## config.mk

```make
export PLATFORM = sky130hd
export DESIGN_NAME = window_seq_ctrl_flat
export DESIGN_NICKNAME = d
export VERILOG_FILES = /design/src/rtl/window_seq_ctrl_pkg.sv /design/src/rtl/window_seq_ctrl_if.sv /design/src/rtl/window_seq_ctrl_raster_pos_cnt.sv /design/src/rtl/window_seq_ctrl.sv /design/src/flat_wrapper.sv
export SDC_FILE = /design/constraint.sdc
export NUM_CORES = 1
export LEC_CHECK = 0
export BUFFER_PORTS_ARGS = -buffer_cell sky130_fd_sc_hd__clkbuf_2
export CAP_MARGIN = 20
export CORE_ASPECT_RATIO = 0.75
export CORE_MARGIN = 5
export CORE_UTILIZATION = 54
export CTS_CLUSTER_SIZE = 8
export DETAILED_ROUTE_END_ITERATION = 8
export PLACE_DENSITY = 0.79
export REMOVE_ABC_BUFFERS = 1
export SKIP_LAST_GASP = 1
export SLEW_MARGIN = 20
export SYNTH_ARGS = -nofsm -noshare
export SYNTH_HDL_FRONTEND = slang
export SYNTH_SLANG_ARGS = --single-unit
```

## constraint.sdc

```tcl
create_clock -name clk -period 2.9 [get_ports clk]
set_clock_uncertainty 0.15 [all_clocks]
set_input_delay 0.29 -clock clk [delete_from_list [all_inputs] [get_ports clk]]
set_output_delay 0.29 -clock clk [all_outputs]
set_load 0.03 [all_outputs]
```

## src/rtl/window_seq_ctrl_pkg.sv

```systemverilog
// Shared definitions for the sliding-window sequencer.
//   state_t : sequencer states (IDLE waits for a start of frame, FILL primes
//             the shift register, RUN presents in-frame windows)
//   clog2   : counter width helper, never returns less than 1
package win_pkg;

   typedef enum logic [1:0] {
      IDLE = 2'd0,
      FILL = 2'd1,
      RUN  = 2'd2
   } state_t;

   // XW = clog2(frameW), YW = clog2(frameH); a width of 0 is never returned
   function automatic int unsigned clog2(input int unsigned v);
      int unsigned r;
      r = 0;
      while ((64'd1 << r) < 64'(v)) r++;
      if (r == 0) r = 1;
      return r;
   endfunction

endpackage

```

## src/rtl/window_seq_ctrl_if.sv

```systemverilog
// Pixel-in / window-out bus of window_seq_ctrl.
//   master : pixel source + window consumer side (drives in_valid, in_sof,
//            in_data, out_ready)
//   slave  : sequencer side (drives in_ready, sr_ce, sr_data, win_valid,
//            win_x, win_y, frame_done, sof_err)
interface window_seq_ctrl_if
   import win_pkg::*;
#(
   parameter int unsigned dataDept = 8,
   parameter int unsigned frameW   = 640,
   parameter int unsigned frameH   = 480
);
   localparam int unsigned XW = clog2(frameW);
   localparam int unsigned YW = clog2(frameH);

   logic                in_valid;
   logic                in_sof;
   logic [dataDept-1:0] in_data;
   logic                in_ready;
   logic                sr_ce;
   logic [dataDept-1:0] sr_data;
   logic                win_valid;
   logic                out_ready;
   logic [XW-1:0]       win_x;
   logic [YW-1:0]       win_y;
   logic                frame_done;
   logic                sof_err;

   modport master (
      output in_valid, in_sof, in_data, out_ready,
      input  in_ready, sr_ce, sr_data, win_valid, win_x, win_y, frame_done, sof_err
   );

   modport slave (
      input  in_valid, in_sof, in_data, out_ready,
      output in_ready, sr_ce, sr_data, win_valid, win_x, win_y, frame_done, sof_err
   );
endinterface

```

## src/rtl/window_seq_ctrl_raster_pos_cnt.sv

```systemverilog
// Raster position counter.
//   clk, rst_n  : clock, asynchronous active-low reset
//   en_i        : a pixel enters the shift register this cycle
//   clr_i       : that pixel is (0,0) of a new frame
//   x_o, y_o    : coordinates of the pixel presented this cycle
//   last_col_o  : that pixel is the last of its line
//   last_pix_o  : that pixel is the last of the frame
// The registers hold the position the next pixel will take; x_o/y_o fold in
// clr_i so the caller sees the true coordinate of the current pixel.
module raster_pos_cnt
   import win_pkg::*;
#(
   parameter int unsigned frameW = 640,
   parameter int unsigned frameH = 480,
   parameter int unsigned XW     = clog2(frameW),
   parameter int unsigned YW     = clog2(frameH)
) (
   input  logic          clk,
   input  logic          rst_n,
   input  logic          en_i,
   input  logic          clr_i,
   output logic [XW-1:0] x_o,
   output logic [YW-1:0] y_o,
   output logic          last_col_o,
   output logic          last_pix_o
);
   localparam logic [XW-1:0] XLAST = XW'(frameW - 1);
   localparam logic [YW-1:0] YLAST = YW'(frameH - 1);

   logic [XW-1:0] x_q, x_d;
   logic [YW-1:0] y_q, y_d;

   always_comb begin
      x_o        = clr_i ? '0 : x_q;
      y_o        = clr_i ? '0 : y_q;
      last_col_o = (x_o == XLAST);
      last_pix_o = last_col_o & (y_o == YLAST);
      x_d        = x_q;
      y_d        = y_q;
      if (en_i) begin
         if (last_col_o) begin
            x_d = '0;
            y_d = last_pix_o ? '0 : y_o + YW'(1);
         end else begin
            x_d = x_o + XW'(1);
            y_d = y_o;
         end
      end
   end

   always_ff @(posedge clk or negedge rst_n) begin
      if (!rst_n) begin
         x_q <= '0;
         y_q <= '0;
      end else begin
         x_q <= x_d;
         y_q <= y_d;
      end
   end
endmodule

```

## src/rtl/window_seq_ctrl.sv

```systemverilog
// Sliding-window sequencer.
//   clk, rst_n : clock, asynchronous active-low reset
//   bus        : window_seq_ctrl_if.slave
//     in_valid/in_sof/in_data/in_ready : pixel input handshake
//     sr_ce/sr_data                    : shift-register enable and data
//     win_valid/out_ready              : window output handshake
//     win_x/win_y                      : newest pixel of the presented window
//     frame_done/sof_err               : one-cycle status pulses
module window_seq_ctrl
   import win_pkg::*;
#(
   parameter int unsigned dataDept = 8,
   parameter int unsigned frameW   = 640,
   parameter int unsigned frameH   = 480,
   parameter int unsigned windowW  = 3,
   parameter int unsigned windowH  = 3
) (
   input  logic             clk,
   input  logic             rst_n,
   window_seq_ctrl_if.slave bus
);
   localparam int unsigned   XW     = clog2(frameW);
   localparam int unsigned   YW     = clog2(frameH);
   localparam logic [XW-1:0] WX_MIN = XW'(windowW - 1);
   localparam logic [YW-1:0] WY_MIN = YW'(windowH - 1);

   state_t        state_q, state_d;
   logic          win_valid_q, win_valid_d;
   logic [XW-1:0] win_x_q, win_x_d;
   logic [YW-1:0] win_y_q, win_y_d;
   logic          frame_done_q, frame_done_d;
   logic          sof_err_q, sof_err_d;

   logic          in_ready, accept, sr_ce, qual, first_win;
   logic [XW-1:0] pix_x;
   logic [YW-1:0] pix_y;
   logic          last_col, last_pix;

   assign in_ready = ~win_valid_q | bus.out_ready;
   assign accept   = bus.in_valid & in_ready;
   assign sr_ce    = accept & ((state_q != IDLE) | bus.in_sof);

   raster_pos_cnt #(
      .frameW (frameW),
      .frameH (frameH),
      .XW     (XW),
      .YW     (YW)
   ) u_pos (
      .clk        (clk),
      .rst_n      (rst_n),
      .en_i       (sr_ce),
      .clr_i      (bus.in_sof),
      .x_o        (pix_x),
      .y_o        (pix_y),
      .last_col_o (last_col),
      .last_pix_o (last_pix)
   );

   assign qual      = (pix_x >= WX_MIN) & (pix_y >= WY_MIN);
   assign first_win = (pix_x == WX_MIN) & (pix_y == WY_MIN);

   always_comb begin
      state_d      = state_q;
      frame_done_d = 1'b0;
      sof_err_d    = 1'b0;
      if (sr_ce) begin
         if (bus.in_sof) begin
            state_d   = FILL;
            sof_err_d = (state_q != IDLE);
         end else begin
            // A window as large as the frame makes the first window the last pixel.
            case (state_q)
               FILL: begin
                  if (last_pix) state_d = IDLE;
                  else if (first_win) state_d = RUN;
               end
               RUN: if (last_pix) state_d = IDLE;
               default: state_d = IDLE;
            endcase
            frame_done_d = last_pix;
         end
      end
   end

   // A dropped IDLE pixel with out_ready still consumes the held window.
   always_comb begin
      win_valid_d = win_valid_q;
      win_x_d     = win_x_q;
      win_y_d     = win_y_q;
      if (sr_ce) begin
         win_valid_d = qual;
         win_x_d     = pix_x;
         win_y_d     = pix_y;
      end else if (bus.out_ready) begin
         win_valid_d = 1'b0;
      end
   end

   always_ff @(posedge clk or negedge rst_n) begin
      if (!rst_n) begin
         state_q      <= IDLE;
         win_valid_q  <= 1'b0;
         win_x_q      <= '0;
         win_y_q      <= '0;
         frame_done_q <= 1'b0;
         sof_err_q    <= 1'b0;
      end else begin
         state_q      <= state_d;
         win_valid_q  <= win_valid_d;
         win_x_q      <= win_x_d;
         win_y_q      <= win_y_d;
         frame_done_q <= frame_done_d;
         sof_err_q    <= sof_err_d;
      end
   end

   assign bus.in_ready   = in_ready;
   assign bus.sr_ce      = sr_ce;
   assign bus.sr_data    = bus.in_data;
   assign bus.win_valid  = win_valid_q;
   assign bus.win_x      = win_x_q;
   assign bus.win_y      = win_y_q;
   assign bus.frame_done = frame_done_q;
   assign bus.sof_err    = sof_err_q;
endmodule

```

## src/flat_wrapper.sv

```systemverilog
// flat-port wrapper written by rule: the top's interface ports become plain ports
module window_seq_ctrl_flat import win_pkg::*;
#(
   parameter int unsigned dataDept = 8,
   parameter int unsigned frameW   = 640,
   parameter int unsigned frameH   = 480,
   parameter int unsigned windowW  = 3,
   parameter int unsigned windowH  = 3
)
  (clk, rst_n, bus_in_valid, bus_in_sof, bus_in_data, bus_out_ready, bus_in_ready, bus_sr_ce, bus_sr_data, bus_win_valid, bus_win_x, bus_win_y, bus_frame_done, bus_sof_err);
  window_seq_ctrl_if #(.dataDept(dataDept), .frameW(frameW), .frameH(frameH)) bus_i ();
  input  logic clk;
  input  logic rst_n;
  input wire logic [$bits(bus_i.in_valid)-1:0] bus_in_valid;
  input wire logic [$bits(bus_i.in_sof)-1:0] bus_in_sof;
  input wire logic [$bits(bus_i.in_data)-1:0] bus_in_data;
  input wire logic [$bits(bus_i.out_ready)-1:0] bus_out_ready;
  output wire logic [$bits(bus_i.in_ready)-1:0] bus_in_ready;
  output wire logic [$bits(bus_i.sr_ce)-1:0] bus_sr_ce;
  output wire logic [$bits(bus_i.sr_data)-1:0] bus_sr_data;
  output wire logic [$bits(bus_i.win_valid)-1:0] bus_win_valid;
  output wire logic [$bits(bus_i.win_x)-1:0] bus_win_x;
  output wire logic [$bits(bus_i.win_y)-1:0] bus_win_y;
  output wire logic [$bits(bus_i.frame_done)-1:0] bus_frame_done;
  output wire logic [$bits(bus_i.sof_err)-1:0] bus_sof_err;
  assign bus_i.in_valid = bus_in_valid;
  assign bus_i.in_sof = bus_in_sof;
  assign bus_i.in_data = bus_in_data;
  assign bus_i.out_ready = bus_out_ready;
  assign bus_in_ready = bus_i.in_ready;
  assign bus_sr_ce = bus_i.sr_ce;
  assign bus_sr_data = bus_i.sr_data;
  assign bus_win_valid = bus_i.win_valid;
  assign bus_win_x = bus_i.win_x;
  assign bus_win_y = bus_i.win_y;
  assign bus_frame_done = bus_i.frame_done;
  assign bus_sof_err = bus_i.sof_err;
  window_seq_ctrl #(.dataDept(dataDept), .frameW(frameW), .frameH(frameH), .windowW(windowW), .windowH(windowH)) u_core (.clk(clk), .rst_n(rst_n), .bus(bus_i));
endmodule
```

==> qor.txt <==
========================================================================================================
Overall fraction of global-route tracks in use ............................................       18.85%
Width of the chip .........................................................................     83.78 um
Final total power .........................................................................      1297 uW
Most frequent cell after synthesis ........................................................ sky130_fd_sc_hd__nand2_1
Design Area, Final ........................................................................    2406 um^2
Gates resized, CTS repair .................................................................            0
Required time reported for the critical path endpoint .....................................      2.94 ns
Wirelength per Cell .......................................................................     15.05 um
Async SR Flop Fraction ....................................................................       100.0%
Part of the cycle the worst path needs ....................................................       79.26%
Type of the worst setup path .............................................................. flip-flop to flip-flop
Total gr overflow .........................................................................            0
Element type at the critical path start ...................................................    flip-flop
Util after Layout .........................................................................       60.09%
Maximum number of pins on one net before global-route repair ..............................           63
Violation count after the first detailed-routing iteration ................................          155
Synthesis-to-layout area growth ...........................................................       9.137%
Detailed placement HPWL ...................................................................      3258 um
Detailed-router iteration count before antenna repair .....................................            4
Violated checks ........................................................................... negative hold slack
Row cnt ...................................................................................           20
Initial Utilization .......................................................................       55.06%
# nets final ..............................................................................          279
Postcts setup bufs ........................................................................            0
Number of fill cells in the layout ........................................................          374
Count of flip-flops with a built-in enable after synthesis ................................            0
Number of max-cap violations ..............................................................            0
Routed vias ...............................................................................         1838
Skew-Pair Late Insertion Delay ............................................................      0.29 ns
Result of the run ......................................................................... finished, violations left
RSZ-0062 raised after global routing ......................................................        false
Crit path max fanout ......................................................................            7
Post-synthesis average cell area ..........................................................   8.890 um^2
Final Hold Vio Count ......................................................................           19
Num ports .................................................................................           45
Worst endpoint data arrival time ..........................................................      2.34 ns
Largest cells by area after synthesis ..................................................... sky130_fd_sc_hd__dfrtp_1 (49%), sky130_fd_sc_hd__nand2_1 (8.9%), sky130_fd_sc_hd__o21ai_0 (7.5%)
Synthesized instance count ................................................................          248
Worst hold-check path type ................................................................ input port to asynchronous set/reset pin
Residual DRC count ........................................................................            0
Vertical die dimension ....................................................................     65.34 um
Clk Tree Root Cell ........................................................................ sky130_fd_sc_hd__clkbuf_8
Register area share after synthesis .......................................................       48.81%
Layout cells sized above 1 ................................................................       16.67%
Number of buffer cells added on primary ports .............................................           28
TritonCTS clock tree ......................................................................        built
Count of state elements after synthesis ...................................................           43
Area of the die ...........................................................................    5474 um^2
Via-to-Cell Ratio .........................................................................        5.762
CTS HTree Levels ..........................................................................            2
Maximum buffer depth of the clock tree ....................................................            2
Clock period minus final worst setup slack ................................................     2.299 ns
Setup Viol. Count Final ...................................................................            0
Synth warnings ............................................................................            0
Area of the core ..........................................................................    4004 um^2
Final worst hold slack .................................................................... -0.003916 ns
Max frequency .............................................................................   0.4350 GHz
Crit. End Element .........................................................................    flip-flop
Number of global-route vias before repair .................................................         1758
LEAKAGE ...................................................................................  0.001130 uW
Maximum ir drop on the vdd rail ...........................................................  0.0004415 V
First-pass GRT wire length ................................................................      8273 um
Number of inserted diodes .................................................................            0
Power density relative to cell area ....................................................... 538.9 nW/um^2
Final routed wirelength across all metal layers ...........................................      4802 um
Antenna Nets Post-Route ...................................................................            0
Hold Buf Count CTS ........................................................................            0
TritonCTS Buffers .........................................................................            5
Post-synthesis cell type with the largest combined area ................................... sky130_fd_sc_hd__dfrtp_1
Worst max-slew margin expressed relative to the limit .....................................       36.87%
Number of antenna violations at the first check in global routing .........................            0
Worst-Margin Slew .........................................................................    0.9469 ns
Count of final max-slew check failures ....................................................            0
Post-synthesis cell type count ............................................................           45
Post-CTS clock slew at the launch and capture registers of the worst setup and hold paths .      0.07 ns
Placer's final routability congestion estimate ............................................       0.9413
Share of the synthesized area in the top cell type ........................................       48.81%
Clock sink total ..........................................................................           43
Most used flip-flop cell after synthesis .................................................. sky130_fd_sc_hd__dfrtp_1
Most frequent cells after synthesis ....................................................... sky130_fd_sc_hd__nand2_1 (52), sky130_fd_sc_hd__dfrtp_1 (43), sky130_fd_sc_hd__o21ai_0 (33)
Cell area reported after detailed placement ...............................................    2318 um^2
Synthesized cell area .....................................................................    2205 um^2
R2R cell count ............................................................................            5
========================================================================================================
==> layout by cell type, fill, tap and decap left out, drive strengths merged, types with 3 or more instances in the layout <==
cell type  netlist  layout
and3             4       4
o21ai           33      33
and4             3       3
inv              8       8
nand4            6       6
dfrtp           43      43
nor3             5       5
nor2b            5       5
clkbuf           8      33
o31ai            3       3
or4              4       4
nand2           52      52
nand3           11      11
buf             14       4
a21oi           10      10
nor2             8       8
o311ai           3       3
==> registers in the layout (all words and copies together), names as in the netlist <==
| register | flops |
|---|---|
| u_core.bus.win_x | 10 |
| u_core.u_pos.y_q | 9 |
| u_core.bus.frame_done | 1 |
| u_core.bus.sof_err | 1 |
| u_core.bus.win_y | 9 |
| u_core.bus.win_valid | 1 |
| u_core.u_pos.x_q | 10 |
| u_core.state_q | 2 |
==> through the flow <==
stage	TNS (ns)	worst slack (ns)	cells
final	0	0.6014	319
after global routing	0	0.4703	319
after CTS	0	0.6237	319
after detailed placement	0	0.3816	312
after global placement	0	0.4842	312
after floorplan	-10.42	-0.8888	226
==> critical path, cell delays in order (launching register included) <==
cell,delay (ns)
sky130_fd_sc_hd__dfrtp_1,0.46
sky130_fd_sc_hd__or4_1,0.56
sky130_fd_sc_hd__nor4_2,0.25
sky130_fd_sc_hd__o2111ai_1,0.19
sky130_fd_sc_hd__or4_1,0.49
sky130_fd_sc_hd__o311ai_1,0.09
==> cells by family after synthesis <==
kind of cell | after synthesis | synth area share [%]
AO/OA/AOI/OAI | 62 | 17.03
buffers and inverters | 30 | 7.151
multiplexers | 3 | 1.476
adder cells (fa/ha/maj) | 2 | 1.135
AND/OR/NAND/NOR | 108 | 24.40
flip-flops | 43 | 48.81
==> routing by layer <==
metal | share of wire, % | GRT usage, % | up-vias
li1 | - | - | 905
met1 | 49 | 26.00 | 857
met2 | 44 | 27.58 | 69
met3 | 6.5 | 6.266 | 7
met4 | 1.2 | 7.229 | 0
met5 | 0 | 0 | -
==> path summary, 6_finish.rpt <==
kind / startpoint / to / slack, ns
worst max-delay path: u_core.u_pos.y_q[6] / u_core.state_q[1] / 0.60
worst min-delay path: rst_n / u_core.bus.win_y[6] / -0.004
worst max register to register: u_core.u_pos.y_q[6] / u_core.state_q[1] / 0.60
worst min register to register: u_core.bus.win_y[2] / u_core.bus.win_y[2] / 0.33
max in group asynchronous: rst_n / u_core.state_q[0] / 2.02
min in group clk: bus_in_valid / u_core.bus.sof_err / 0.18
==> cell type report <==
class	count	area, um^2	share of cell area, %
multi-input combinational	175	980.9	40.77
inverter	8	30.03	1.248
timing repair buffer	31	162.7	6.760
clock inverter	1	5.005	0.2080
clock buffer	6	82.58	3.432
sequential	43	1076	44.72
tap	55	68.82	2.860
==> power breakdown <==
part           leakage [uW]  total (uW)  switching, uW  internal (uW)
registers          0.000585         694           54.5            639
logic              0.000498         228            155           72.8
clock network     0.0000470         375            189            187
total               0.00113        1300            398            899
Note: power is estimated with default switching activity, not from simulation.
